==> config.mk <==
export PLATFORM = sky130hd
export DESIGN_NAME = coin_pulse_conditioner
export DESIGN_NICKNAME = d
export VERILOG_FILES = /design/src/rtl/coin_pulse_conditioner.sv
export SDC_FILE = /design/constraint.sdc
export NUM_CORES = 1
export LEC_CHECK = 0
export BUFFER_PORTS_ARGS = -buffer_cell sky130_fd_sc_hd__buf_2
export CAP_MARGIN = 20
export CORE_UTILIZATION = 40
export DETAILED_ROUTE_END_ITERATION = 8
export GPL_ROUTABILITY_DRIVEN = 1
export PLACE_DENSITY = 0.71
export SYNTH_ARGS = -nofsm -noshare
export SYNTH_HDL_FRONTEND = slang
export SYNTH_SLANG_ARGS = --single-unit
==> constraint.sdc <==
create_clock -name clk -period 2.13 [get_ports clk]
set_input_delay 0 -clock clk [delete_from_list [all_inputs] [get_ports clk]]
set_output_delay 0 -clock clk [all_outputs]
set_load 0.005 [all_outputs]
==> src/rtl/coin_pulse_conditioner.sv <==
// coin_pulse_conditioner
// Front end of the coin datapath. It synchronizes and debounces four raw coin
// sensors and produces one clean 1-cycle pulse for each accepted coin, along
// with the coin's type and cent value. Glitches and multi-sensor jams are
// rejected.
// Optional feature: define COIN_TALLY_EN to enable the saturating per-type
// coin counters on the tally output. Without it, tally reads zero.
module coin_pulse_conditioner #(
    parameter int DEBOUNCE_CYCLES = 4,
    parameter int CNT_W           = 5
) (
    input  logic        clk,
    input  logic        clr,
    input  logic [3:0]  sensor_raw,
    output logic        coin_valid,
    output logic [1:0]  coin_type,
    output logic [4:0]  coin_cents,
    output logic        coin_error,
    output logic        busy,
    output logic [31:0] tally
);

    typedef enum logic [1:0] {
        IDLE    = 2'd0,
        QUALIFY = 2'd1,
        EMIT    = 2'd2,
        RELEASE = 2'd3
    } state_t;

    localparam logic [CNT_W-1:0] DB_TARGET = CNT_W'(DEBOUNCE_CYCLES);

    state_t           state;
    logic [3:0]       sync1;
    logic [3:0]       s;
    logic [1:0]       sel;
    logic [CNT_W-1:0] cnt;

    logic [CNT_W-1:0] cnt_inc;
    logic             cnt_done;
    logic             s_multi;
    logic [1:0]       s_idx;
    logic [3:0]       sel_hot;

    // Map a coin index to its cent value: 1c, 5c, 10c, 25c.
    function automatic logic [4:0] cents_of(input logic [1:0] idx);
        case (idx)
            2'd0:    cents_of = 5'd1;
            2'd1:    cents_of = 5'd5;
            2'd2:    cents_of = 5'd10;
            default: cents_of = 5'd25;
        endcase
    endfunction

    // Two-flop synchronizer for each raw sensor line.
    always_ff @(posedge clk or posedge clr) begin
        if (clr) begin
            sync1 <= 4'b0;
            s     <= 4'b0;
        end else begin
            sync1 <= sensor_raw;
            s     <= sync1;
        end
    end

    // Decode the synchronized vector and precompute the debounce counter step.
    always_comb begin
        cnt_inc  = cnt + CNT_W'(1);
        cnt_done = (cnt_inc == DB_TARGET);
        s_multi  = ((s & (s - 4'd1)) != 4'd0);
        sel_hot  = 4'b0001 << sel;
        s_idx    = 2'd0;
        case (s)
            4'b0010: s_idx = 2'd1;
            4'b0100: s_idx = 2'd2;
            4'b1000: s_idx = 2'd3;
            default: s_idx = 2'd0;
        endcase
    end

    // Debounce FSM. Every output is registered here and set on the edge
    // that enters the state the output describes.
    always_ff @(posedge clk or posedge clr) begin
        if (clr) begin
            state      <= IDLE;
            sel        <= 2'd0;
            cnt        <= '0;
            coin_valid <= 1'b0;
            coin_type  <= 2'd0;
            coin_cents <= 5'd0;
            coin_error <= 1'b0;
            busy       <= 1'b0;
        end else begin
            coin_valid <= 1'b0;
            coin_type  <= 2'd0;
            coin_cents <= 5'd0;
            coin_error <= 1'b0;
            case (state)
                IDLE: begin
                    if (s_multi) begin
                        state      <= RELEASE;
                        cnt        <= '0;
                        coin_error <= 1'b1;
                        busy       <= 1'b1;
                    end else if (s != 4'd0) begin
                        sel  <= s_idx;
                        busy <= 1'b1;
                        if (DEBOUNCE_CYCLES == 1) begin
                            state      <= EMIT;
                            cnt        <= '0;
                            coin_valid <= 1'b1;
                            coin_type  <= s_idx;
                            coin_cents <= cents_of(s_idx);
                        end else begin
                            state <= QUALIFY;
                            cnt   <= CNT_W'(1);
                        end
                    end
                end
                QUALIFY: begin
                    if (s == sel_hot) begin
                        if (cnt_done) begin
                            state      <= EMIT;
                            cnt        <= '0;
                            coin_valid <= 1'b1;
                            coin_type  <= sel;
                            coin_cents <= cents_of(sel);
                        end else begin
                            cnt <= cnt_inc;
                        end
                    end else begin
                        state <= IDLE;
                        cnt   <= '0;
                        busy  <= 1'b0;
                    end
                end
                EMIT: begin
                    state <= RELEASE;
                    cnt   <= '0;
                end
                RELEASE: begin
                    if (s != 4'd0) begin
                        cnt <= '0;
                    end else if (cnt_done) begin
                        state <= IDLE;
                        cnt   <= '0;
                        busy  <= 1'b0;
                    end else begin
                        cnt <= cnt_inc;
                    end
                end
                default: begin
                    state <= IDLE;
                    cnt   <= '0;
                    busy  <= 1'b0;
                end
            endcase
        end
    end

`ifdef COIN_TALLY_EN
    logic [7:0] tally_cnt [4];

    // Saturating per-type counters. Each one advances the cycle after a pulse.
    always_ff @(posedge clk or posedge clr) begin
        if (clr) begin
            for (int i = 0; i < 4; i++) begin
                tally_cnt[i] <= 8'd0;
            end
        end else if (coin_valid && (tally_cnt[coin_type] != 8'hFF)) begin
            tally_cnt[coin_type] <= tally_cnt[coin_type] + 8'd1;
        end
    end

    assign tally = {tally_cnt[3], tally_cnt[2], tally_cnt[1], tally_cnt[0]};
`else
    assign tally = 32'h0;
`endif

endmodule

==> results <==
- The global route total overflow is 0.
- The worst endpoint required time is between 2000 and 2500 ps.
- The number of buffers created by CTS is 3.
- Based on the critical path, the design can be clocked at up to 0.5661 GHz.
- In this run the number of H-tree levels came out at 1.
- The post-placement setup slack is 365.5 ps.
- The routed wirelength normalized by instance count is 10.07 um.
- Input and output buffers added on the ports amount to 15.
- The compound-gate portion of the synthesized area is 0.1519.
- After detailed routing, the total wire length is about 2200 um.
- The routability-driven placement congestion ratio is about 0.82.
- The synthesized area per cell is approximately 10 sq um.
- In this run the critical register-to-register path is captured at cnt[3].
- Entering global routing, the biggest net connects 28 pins.
- The worst-case IR drop observed on VDD is about 260 uV.
- The die area is between 3000 and 4000 sq um.
- The type of the worst min-delay path is in2async.
- Across all register-to-register paths, the minimum setup slack is 360 ps.
- The post-layout worst setup margin is around 360 ps.
- The CTS tree is built.
- After filler insertion, the fill cell instance count of the layout stands at approximately 350.
- Once placement completed, the tool counted placed cells totaling roughly 200.
- Of the total synthesized cell area, the portion taken by full adders, half adders and majority gates is 0.008584.
- The area growth from synthesis to layout is 4.807%.
- The total setup buffers inserted after CTS is 0.
- The number of standard cells in the layout, taps in and fillers out is between 200 and 250.
- The launching element type of the critical path is a register.
- The run finished with clean final reports.
- The first global-routing pass estimated between 3000 and 4000 um of wire.
- The final layout net count is 176.
- The most used flip-flop cell after synthesis is sky130_fd_sc_hd__dfrtp_1.
- The portion of synthesized area spent on multiplexers is 0.
- The via density per instance is 4.533.
- The tool flagged a number of max-cap violations equal to 0.
- The die is 62.37 um wide.
- The number of cells on the worst reg-to-reg path is 5.
- The area taken by multi-input logic gates is 596.8 sq um.
- Setup repair after global routing left no endpoint under its margin.
- Yosys mapped a number of flops with a built-in enable equal to 0.
- In this run, distinct cell masters in the synthesized netlist total 38.
- The DRC violation total after the first TritonRoute iteration is just under 50.
- The starting utilization of the core area is 0.4267.
- By startpoint and endpoint, the worst setup path is classified as reg2reg.
- Summed over all nets, the half-perimeter wirelength after detailed placement is between 1000 and 1500 um.
- The start of the worst register-to-register path is s[2].
- In the finished design, the share of the clock period the worst path needs comes to 0.8293.
- The number of hold violations in the final report was 0.
- Summed over all failing endpoints, the final setup total negative slack is 0 ps.
- The clock slew seen by the registers of the worst setup and hold paths is 140 ps.
- The worst endpoint data arrival time is 1980 ps.
- The count of state elements after synthesis is 27.
- The share of the Yosys chip area taken by registers is 0.4635.
- The number of antenna violations at the first check in global routing is 0.
- The critical path starts at s[2].
- Of all nets on the critical path, the largest fanout is 11.
- For this design the top-level I/O count stands at 48.
- By area, the combinational part of the netlist is dominated by buffers and inverters.
- In this run the remaining antenna-violating nets after routing total 0.
- The ratio of cells with drive above 1 in the final layout is 0.1667.
- The total via count in the routed design is 970.
- The shortest period the worst path allows is ~1800 ps.
- The number of antenna diodes in the final layout is 0.
- In the final layout, flip-flops and latches occupy 675.6 sq um.
- The worst setup path is captured at a register.
- Synthesis produced a netlist whose cell count is 148.
- For this run, the total global-route usage over all layers was measured as 0.1224.
- In this run the clock root is driven by a sky130_fd_sc_hd__clkbuf_4.
- The maximum buffer depth of the clock tree is 2.
- The number of synthesis warnings is 0.
- For this design, the sink count on the clock tree is 27.
- Setup violations remaining at the end of the flow were counted as 0.
- The cell area after synthesis is 1458 sq um.
- The number of iterations in the first detailed-routing pass is 5.
- The static leakage is between 0.7 and 0.8 nW.
- The area fraction in and, or, nand and nor cells after synthesis is 0.1545.
- The cell area power density is approximately 750 nW/um^2.
- The via count of the first global-routing pass is approximately 850.
- Of the total synthesized cell area, the portion taken by XOR and XNOR cells is 0.01202.
- The floorplan row count is 21.
- The clock insertion delay at the later pin of the skew report is ~330 ps.
- The total area inside the core boundary comes to ~3400 sq um.
- Of all flip-flops after synthesis, the portion carrying an async set or reset was 1.000.
- The final count of pins violating max slew was 0.
- After detailed routing, the number of remaining DRC violations is 0.
- The die is 62.37 um tall.
- The worst clock skew is about 6.5 ps.
metrics by stage:
step                      hold WS (ps)  area (sq um)    util  power, mW
final                            245.5          1528  0.4473      1.148
after CTS                        243.8          1528  0.4473      1.162
after floorplan                  31.43          1574       -     0.9067
after global routing             274.9          1528  0.4473      1.239
after global placement           68.39          1450  0.4245     0.9279
after detailed placement         70.02          1450  0.4245     0.9300
cells in the mapped netlist (all sizes together) (2+ instances only):
cell    instances  area share
a21oi           7       0.024
nor2           12       0.031
buf            35        0.18
clkbuf          2      0.0052
dfrtp          27        0.46
a31oi           2       0.013
inv             8       0.021
nand2b          2      0.0086
nand3           2      0.0069
nand2          11       0.030
or2             2      0.0086
o21ai           7       0.024
nor3            6       0.024
and4bb          2       0.017
nor2b           2      0.0086
o32ai           3       0.023
a211oi          4       0.029
xor2            2       0.012
metal layers:
metal	wire (um)	global-route usage	vias to the layer above	share of wire
met5	0	0	-	0
met4	35	0.05233	0	0.016
met3	126	0.02206	4	0.058
met2	1002	0.1854	44	0.46
met1	990	0.1714	443	0.46
li1	-	-	479	-
kinds of logic after synthesis:
kind of cell,Yosys count
buffers and inverters,45
AND/OR/NAND/NOR,43
AO/OA/AOI/OAI,29
flip-flops,27
XOR/XNOR,2
adder cells (fa/ha/maj),1
other,1
critical path, cell delays in order (launching register included):
cell	delay, ps
sky130_fd_sc_hd__dfrtp_1	530
sky130_fd_sc_hd__and4bb_1	250
sky130_fd_sc_hd__a31oi_1	280
sky130_fd_sc_hd__a211oi_4	140
sky130_fd_sc_hd__a31oi_2	310
sky130_fd_sc_hd__o21ai_0	150
worst max-delay path by stage:
stage	endpoint	slack, ps	cells past startpoint
floorplan	state[1]	520	6
global placement	cnt[3]	430	5
detailed placement	cnt[4]	370	5
CTS	cnt[3]	350	5
global route	state[1]	200	6
finish	cnt[3]	360	5
area by class of cell:
type / instances / area share
clock buffer: 3 / 0.01474
inverter: 8 / 0.01966
tap: 46 / 0.03767
clock inverter: 1 / 0.003276
sequential: 27 / 0.4423
multi-input combinational: 107 / 0.3907
timing repair buffer: 22 / 0.09173
cell usage in the layout (no fill, tap or decap), drive strengths merged:
| cell | Yosys | final |
|---|---|---|
| nor2b | 2 | 2 |
| o31ai | 1 | 1 |
| o21ai | 7 | 7 |
| or3 | 1 | 1 |
| xor2 | 2 | 2 |
| a21oi | 7 | 7 |
| conb | 1 | 32 |
| or2 | 2 | 2 |
| nand2b | 2 | 2 |
| buf | 35 | 17 |
| a2bb2oi | 1 | 1 |
| nand3 | 2 | 2 |
| a31oi | 2 | 2 |
| and2b | 1 | 1 |
| nor2 | 12 | 12 |
| nor3 | 6 | 6 |
| a32oi | 1 | 1 |
| ha | 1 | 1 |
| or4 | 1 | 1 |
| dlygate4sd3 | 0 | 5 |
| a211o | 1 | 1 |
| o32ai | 3 | 3 |
| dfrtp | 27 | 27 |
| clkbuf | 2 | 3 |
| a211oi | 4 | 4 |
| clkinv | 0 | 1 |
| and4bb | 2 | 2 |
| o32a | 1 | 1 |
| nor3b | 1 | 1 |
| nand2 | 11 | 11 |
| o211ai | 1 | 1 |
| inv | 8 | 8 |
where the power goes:
| group | switching [mW] | internal [mW] |
|---|---|---|
| sequential | 0.0720 | 0.568 |
| combinational | 0.164 | 0.126 |
| clock | 0.148 | 0.0705 |
state kept, by name, indices dropped and copies added, names as in the netlist, 2 cells and up:
| name | cells |
|---|---|
| cnt | 5 |
| coin_cents | 5 |
| s | 4 |
| sync1 | 4 |
| coin_type | 2 |
| sel | 2 |
| state | 2 |
what timing repair did:
item	CTS	global route
endpoints found under the hold margin	31	0
hold buffers	5	0
resized for setup	0	0
Note: power is estimated with default switching activity, not from simulation.
